**src/rtl/traffic_request_latch.sv**
```systemverilog
// Per-approach front end for the 4-way traffic controller: synchronise, debounce and
// latch loop-detector hits as pending requests until served, with starvation flags.
module traffic_request_latch #(
  parameter int DEB_CYCLES = 4,
  parameter int MAX_WAIT   = 200,
  parameter int WAIT_W     = 8
) (
  input  logic       clk,
  input  logic       rst,
  input  logic [3:0] sensor_raw,
  input  logic [3:0] green,
  output logic [3:0] traffic_req,
  output logic [3:0] starve,
  output logic [2:0] req_count
);

  localparam int LANES = 4;
  localparam int CNT_W = (DEB_CYCLES > 1) ? $clog2(DEB_CYCLES) : 1;
  localparam logic [CNT_W-1:0]  CNT_LAST = CNT_W'(DEB_CYCLES - 1);
  localparam logic [WAIT_W-1:0] WAIT_MAX = WAIT_W'(MAX_WAIT);

  // Wait counter increments until MAX_WAIT, then sticks there instead of wrapping.
  function automatic logic [WAIT_W-1:0] sat_inc(input logic [WAIT_W-1:0] v);
    return (v < WAIT_MAX) ? v + WAIT_W'(1) : v;
  endfunction

  function automatic logic [2:0] popcount4(input logic [3:0] v);
    logic [2:0] n;
    n = '0;
    for (int i = 0; i < LANES; i++) begin
      n = n + {2'b00, v[i]};
    end
    return n;
  endfunction

  logic [3:0]                  sync_p0;
  logic [3:0]                  sync_p1;
  logic [3:0]                  deb_p2;
  logic [3:0][CNT_W-1:0]       cnt_p2;
  logic [3:0]                  req_p3;
  logic [3:0][WAIT_W-1:0]      wcnt_p4;
  logic [3:0]                  starve_p4;

  // Stage 0/1: two-flop synchroniser for the asynchronous loop detectors
  always_ff @(posedge clk or posedge rst) begin
    if (rst) begin
      sync_p0 <= '0;
      sync_p1 <= '0;
    end else begin
      sync_p0 <= sensor_raw;
      sync_p1 <= sync_p0;
    end
  end

  // Stage 2: debounce, a level change is accepted after DEB_CYCLES stable samples
  always_ff @(posedge clk or posedge rst) begin
    if (rst) begin
      deb_p2 <= '0;
      cnt_p2 <= '0;
    end else begin
      for (int i = 0; i < LANES; i++) begin
        if (sync_p1[i] == deb_p2[i]) begin
          cnt_p2[i] <= '0;
        end else if (cnt_p2[i] == CNT_LAST) begin
          deb_p2[i] <= sync_p1[i];
          cnt_p2[i] <= '0;
        end else begin
          cnt_p2[i] <= cnt_p2[i] + CNT_W'(1);
        end
      end
    end
  end

  // Stage 3: request latch, service (green) wins over a simultaneous detection
  always_ff @(posedge clk or posedge rst) begin
    if (rst) begin
      req_p3 <= '0;
    end else begin
      for (int i = 0; i < LANES; i++) begin
        if (green[i]) begin
          req_p3[i] <= 1'b0;
        end else if (deb_p2[i]) begin
          req_p3[i] <= 1'b1;
        end
      end
    end
  end

  // Stage 4: per-lane wait time and starvation flag; both drop as soon as the lane is served
  always_ff @(posedge clk or posedge rst) begin
    if (rst) begin
      wcnt_p4   <= '0;
      starve_p4 <= '0;
    end else begin
      for (int i = 0; i < LANES; i++) begin
        if (!req_p3[i] || green[i]) begin
          wcnt_p4[i]   <= '0;
          starve_p4[i] <= 1'b0;
        end else begin
          wcnt_p4[i]   <= sat_inc(wcnt_p4[i]);
          starve_p4[i] <= (wcnt_p4[i] == WAIT_MAX);
        end
      end
    end
  end

  assign traffic_req = req_p3;
  assign starve      = starve_p4;
  assign req_count   = popcount4(req_p3);

endmodule

```
**config.mk**
```make
export PLATFORM = sky130hd
export DESIGN_NAME = traffic_request_latch
export DESIGN_NICKNAME = d
export VERILOG_FILES = /design/src/rtl/traffic_request_latch.sv
export SDC_FILE = /design/constraint.sdc
export NUM_CORES = 1
export LEC_CHECK = 0
export ABC_AREA = 1
export CORE_ASPECT_RATIO = 0.9
export CORE_UTILIZATION = 30
export CTS_BUF_LIST = sky130_fd_sc_hd__clkbuf_4 sky130_fd_sc_hd__clkbuf_8
export CTS_CLUSTER_DIAMETER = 100
export DETAILED_ROUTE_END_ITERATION = 10
export HOLD_SLACK_MARGIN = 0.05
export PLACE_DENSITY_LB_ADDON = 0.12
export SLEW_MARGIN = 20
export SYNTH_ARGS = -nofsm -noshare
export SYNTH_HDL_FRONTEND = slang
export SYNTH_SLANG_ARGS = --single-unit
```
**constraint.sdc**
```tcl
create_clock -name clk -period 4.2 [get_ports clk]
set_clock_uncertainty 0.15 [all_clocks]
set_input_delay 1.26 -clock clk [delete_from_list [all_inputs] [get_ports clk]]
set_output_delay 1.26 -clock clk [all_outputs]
set_load 0.01 [all_outputs]
```
After elaboration in Yosys (flattened, before gate mapping)
Index checks and enable logic that the tools add are counted.

cells by class
  mux-type cells = 28
  magnitude comparators = 4
  bitwise gates (word level) = 4
  $add $sub $neg = 11
  equality and inequality tests = 12
  reduce and logical (&&, ||, !) cells = 20

operators with widths
  cell                                          number
  2-to-1 mux 8 bit                              8
  adder 8 x 1 -> 8 bit (second input constant)  4
  == test 8 bit (second input constant)         4
  < comparator 8 bit (second input constant)    4
  2-to-1 mux 2 bit                              8
  nonzero test 2 bit                            8
  2-to-1 mux 1 bit                              12
  adder 2 x 1 -> 2 bit (second input constant)  4
  == test 2 bit (second input constant)         4
  AND reduction 2 bit                           4
  == test 1 bit                                 4
  zero test 1 bit                               4
  logical OR 1 bit                              4
  inverter 1 bit                                4
  adder 2 x 1 -> 3 bit                          1
  adder 3 x 1 -> 3 bit                          1
  adder 1 x 1 -> 2 bit                          1

storage, ports and cells
  bits in registers = 60
  output and inout port bits = 11
  logic and storage cells = 98

Longest topological paths before layout
  depth after elaboration = 3
  mapped depth = 7
  depth with buffers taken out = 7

Least setup slack after synthesis
Ideal clock, no wire load.

  path kind = register to output
  start point = register req_p3[0] (netlist: traffic_req[0])
  end point = output port req_count[1]
  buffers on the path = 0
  arrival time = 1.557 ns
  setup slack = 1.233 ns
  stages on the path, launching flop included = 6
  cells stage by stage = dfrtp_1 > inv_1 > fa_1 > inv_1 > ha_1 > ha_1

on the way
  cells in the longest elaborated chain, start to end = 3

ends and longest elaborated chain
  what                             RTL line  RTL
  start, declared                  40        logic [3:0] req_p3;
  start signal, assigned           77        req_p3 <= '0;
  start signal, assigned by index  81        req_p3[i] <= 1'b0;
  start signal, assigned by index  83        req_p3[i] <= 1'b1;
  adder 1 x 1 -> 2 bit             31        n = n + {2'b00, v[i]};
  adder 2 x 1 -> 3 bit             31
  adder 3 x 1 -> 3 bit             31
  end, declared                    14        output logic [2:0] req_count

Every way passes these cells.

Worst setup path after layout
Same ends and word-level chain as after synthesis.

==> flow_summary.yaml <==
sta:
  min_period_ns: 3.78
  tightest_slew_ns: 0.573
  setup_tns_ns: 0
  setup_viol: 0
  maxSlewViolCount: 0
  final.period_utilization_pct: 90.1
  fin_ws_ns: 0.418
  fmax_ghz: 0.264
  rsz0062_at_grt: "false"
  slew_headroom_pct: 61.8
  finalHoldViolations: 0
clock_tree:
  cts_setup_buffers: 0
  numClockSinks: 60
  cts.repair.resized: 0
  clk-insertion-delay-late_ns: 0.32
  h-tree-depth: 3
  numCtsBuffers: 9
  hold_buffers: 0
  cts_tree: "done"
  cts_root_buffer: "clkbuf_8"
  clk_pin_slew_worst_paths_ns: 0.06
  clock_path_buffers: 2
pwr:
  clock_power_share_pct: 34.4
  p_seq_share_pct: 45.3
  leakagePower_nw: 1.63
  netSwitchingFraction_pct: 27.9
  power_mw: 1.52
  peakVddDrop_mv: 0.141
  p_sw_mw: 0.425
  internal_power_mw: 1.10
  comb_power_share_pct: 20.4
  p_per_area_nw_per_um2: 442
global_routing:
  grt_max_degree: 27
  grt_antenna_before_repair: 0
  overflow: 0
  grt_pass1_vias: 2000
  track_usage_pct: 12.5
  grt_first_pass_wirelength_um: 9440
min_path:
  hold_class: "reg2reg"
  hp-start: "sync_p0[1]"
  whs_endpoint: "sync_p1[1]"
  hold_path_depth: 0
critical_path:
  reg2reg_depth: 6
  r2r_end: "wcnt_p4[21]"
  crit_arrival_ns: 2.37
  start_kind: "flip-flop"
  cp-end-kind: "output port"
  slowest_delay_ns: 0.55
  slowest_stage: "fa_1"
  critPathKind: "reg2out"
  ff2ff_setup_slack_ns: 2.87
  crit_chain: "inv_1 > fa_1 > inv_1 > ha_1 > ha_1 > clkdlybuf4s50_1"
  critical_path_peak_fanout: 3
  cp.required_ns: 2.79
  worstReg2RegStart: "wcnt_p4[20]"
floorplan:
  initial_utilization_pct: 31.2
  num_io_pins: 21
  die_w_um: 105
  core_area_um2: 9210
  die_y_um: 94.8
  die_area_um2: 9970
  fp-row-count: 33
synth:
  synth_seq_area_share_pct: 52.3
  syn_avg_cell_area_um2: 8.92
  synth_cell_types: 22
  synth_area_leaders: "dfrtp_1, nand2_1, nand3_1"
  syn_nets: 347
  synth_cells: 322
  ys_warn_count: 0
  synth_flop_cell: "dfrtp_1"
  syn_area_um2: 2870
  synth_top_area_share_pct: 52.3
  synth_edf_count: 0
  ys_async_sr_fraction_pct: 100
  yosysTopAreaCell: "dfrtp_1"
  synth_top_cells_by_count: "dfrtp_1, nand2_1, inv_1"
  ys_ff_latch: 60
  yosysMostFrequentCell: "dfrtp_1"
layout:
  multi_input_area_um2: 1170
  antenna_cells: 0
  layout-drive-gt1-share_pct: 14.2
  final_cells: 482
  syn_to_final_growth_pct: 20.0
  seq_area_um2: 1500
  nFillCells: 941
  final_nets: 380
detailed_routing:
  met3_length_um: 131
  wl_per_cell_um: 10.9
  vias: 2071
  wl_met1_um: 2610
  via_per_inst: 4.30
  route.met2.wl_um: 2470
  finalWirelength_um: 5260
  dr.max_layer_used: "met4"
  dr.first_iter.drc_count: 59
  postRouteAntennaNets: 0
  first_pass_iters: 4
  drc_errors: 0
placed_design:
  dpl.hpwl_um: 3810
  port_buffers: 20
  placed_cells: 466
  dpl_worst_slack_ns: 0.752
  gp_congestion: 0.785
run_status:
  status: "finished, final reports clean"
flow_run:
  max_cap_viol_count: 0
[sequential cells by signal, indices dropped and copies added, names as in the netlist]
signal,flops
wcnt_p4,32
cnt_p2,8
deb_p2,4
starve,4
sync_p0,4
sync_p1,4
traffic_req,4
[worst max-delay path: cells and delay by family (launching register included)]
kind                       cells  cell delay [ns]
buffers and inverters          3             0.72
DFF                            1             0.34
adders and majority gates      3             1.00
[final cells by class]
| type | instances | area share (%) |
|---|---|---|
| Sequential cell | 60 | 43.5 |
| Multi-Input combinational cell | 209 | 34.0 |
| Timing Repair Buffer | 22 | 6.24 |
| Clock buffer | 16 | 6.02 |
| Inverter | 53 | 5.77 |
| Tap cell | 122 | 4.43 |
[layer usage]
metal / GRT usage [%] / up-vias
met5: 0 / -
met4: 4.23 / 0
met3: 5.31 / 2
met2: 19.9 / 15
met1: 15.3 / 959
li1: - / 1095
[cells by family (layout without fill, tap and decap cells)]
| kind of cell | Yosys count | count (layout) | share of synthesized area, % |
|---|---|---|---|
| xor gates and xnor gates | 4 | 4 | 1.22 |
| adders and majority gates | 15 | 15 | 6.79 |
| buffers and inverters | 53 | 91 | 6.93 |
| and+or+nand+nor | 154 | 154 | 26.0 |
| DFF | 60 | 60 | 52.3 |
| AOI/OAI and AO/OA | 36 | 36 | 6.84 |
[power groups by stage]
stage | clock network (mW) | logic, mW | registers, mW
2_1_floorplan | 0 | 0.198 | 0.699
3_3_place_gp | 0 | 0.314 | 0.700
3_5_place_dp | 0 | 0.321 | 0.701
4_1_cts | 0.552 | 0.321 | 0.690
5_1_grt | 0.585 | 0.363 | 0.700
6_report | 0.524 | 0.310 | 0.690
[worst max path at each step]
| stage | from | endpoint | slack, ns |
|---|---|---|---|
| 6_report | traffic_req[0] | req_count[1] | 0.42 |
| 5_1_grt | traffic_req[0] | req_count[1] | 0.27 |
| 4_1_cts | traffic_req[0] | req_count[1] | 0.37 |
| 3_5_place_dp | traffic_req[0] | req_count[1] | 0.75 |
| 3_3_place_gp | traffic_req[0] | req_count[1] | 0.77 |
| 2_1_floorplan | traffic_req[0] | req_count[1] | 1.23 |
[cells in the final DEF (no fill, tap or decap)]
master	count
a21oi_1	18
xnor2_1	4
clkbuf_8	14
o21ai_0	4
nand2_2	6
nor2_8	2
nor3_1	6
a21boi_1	1
nand2_1	52
o21bai_1	1
o21ai_2	3
ha_1	14
nor2_2	6
nor2_4	2
nor2_1	35
nand3_1	36
dfrtp_1	60
inv_2	11
buf_4	2
nand2_4	3
clkdlybuf4s50_1	20
fa_1	1
o21ai_1	9
inv_1	42
clkbuf_4	2
nand4_1	6
[metrics by stage]
step	hold slack, ns	util [%]	area (um2)
floorplan	0.181	-	2870
global placement	0.184	35.2	3240
detailed placement	0.186	35.2	3240
CTS	0.200	37.5	3450
global route	0.210	37.5	3450
finish	0.197	37.5	3450
No activity file was read; power rests on OpenSTA's default activity.
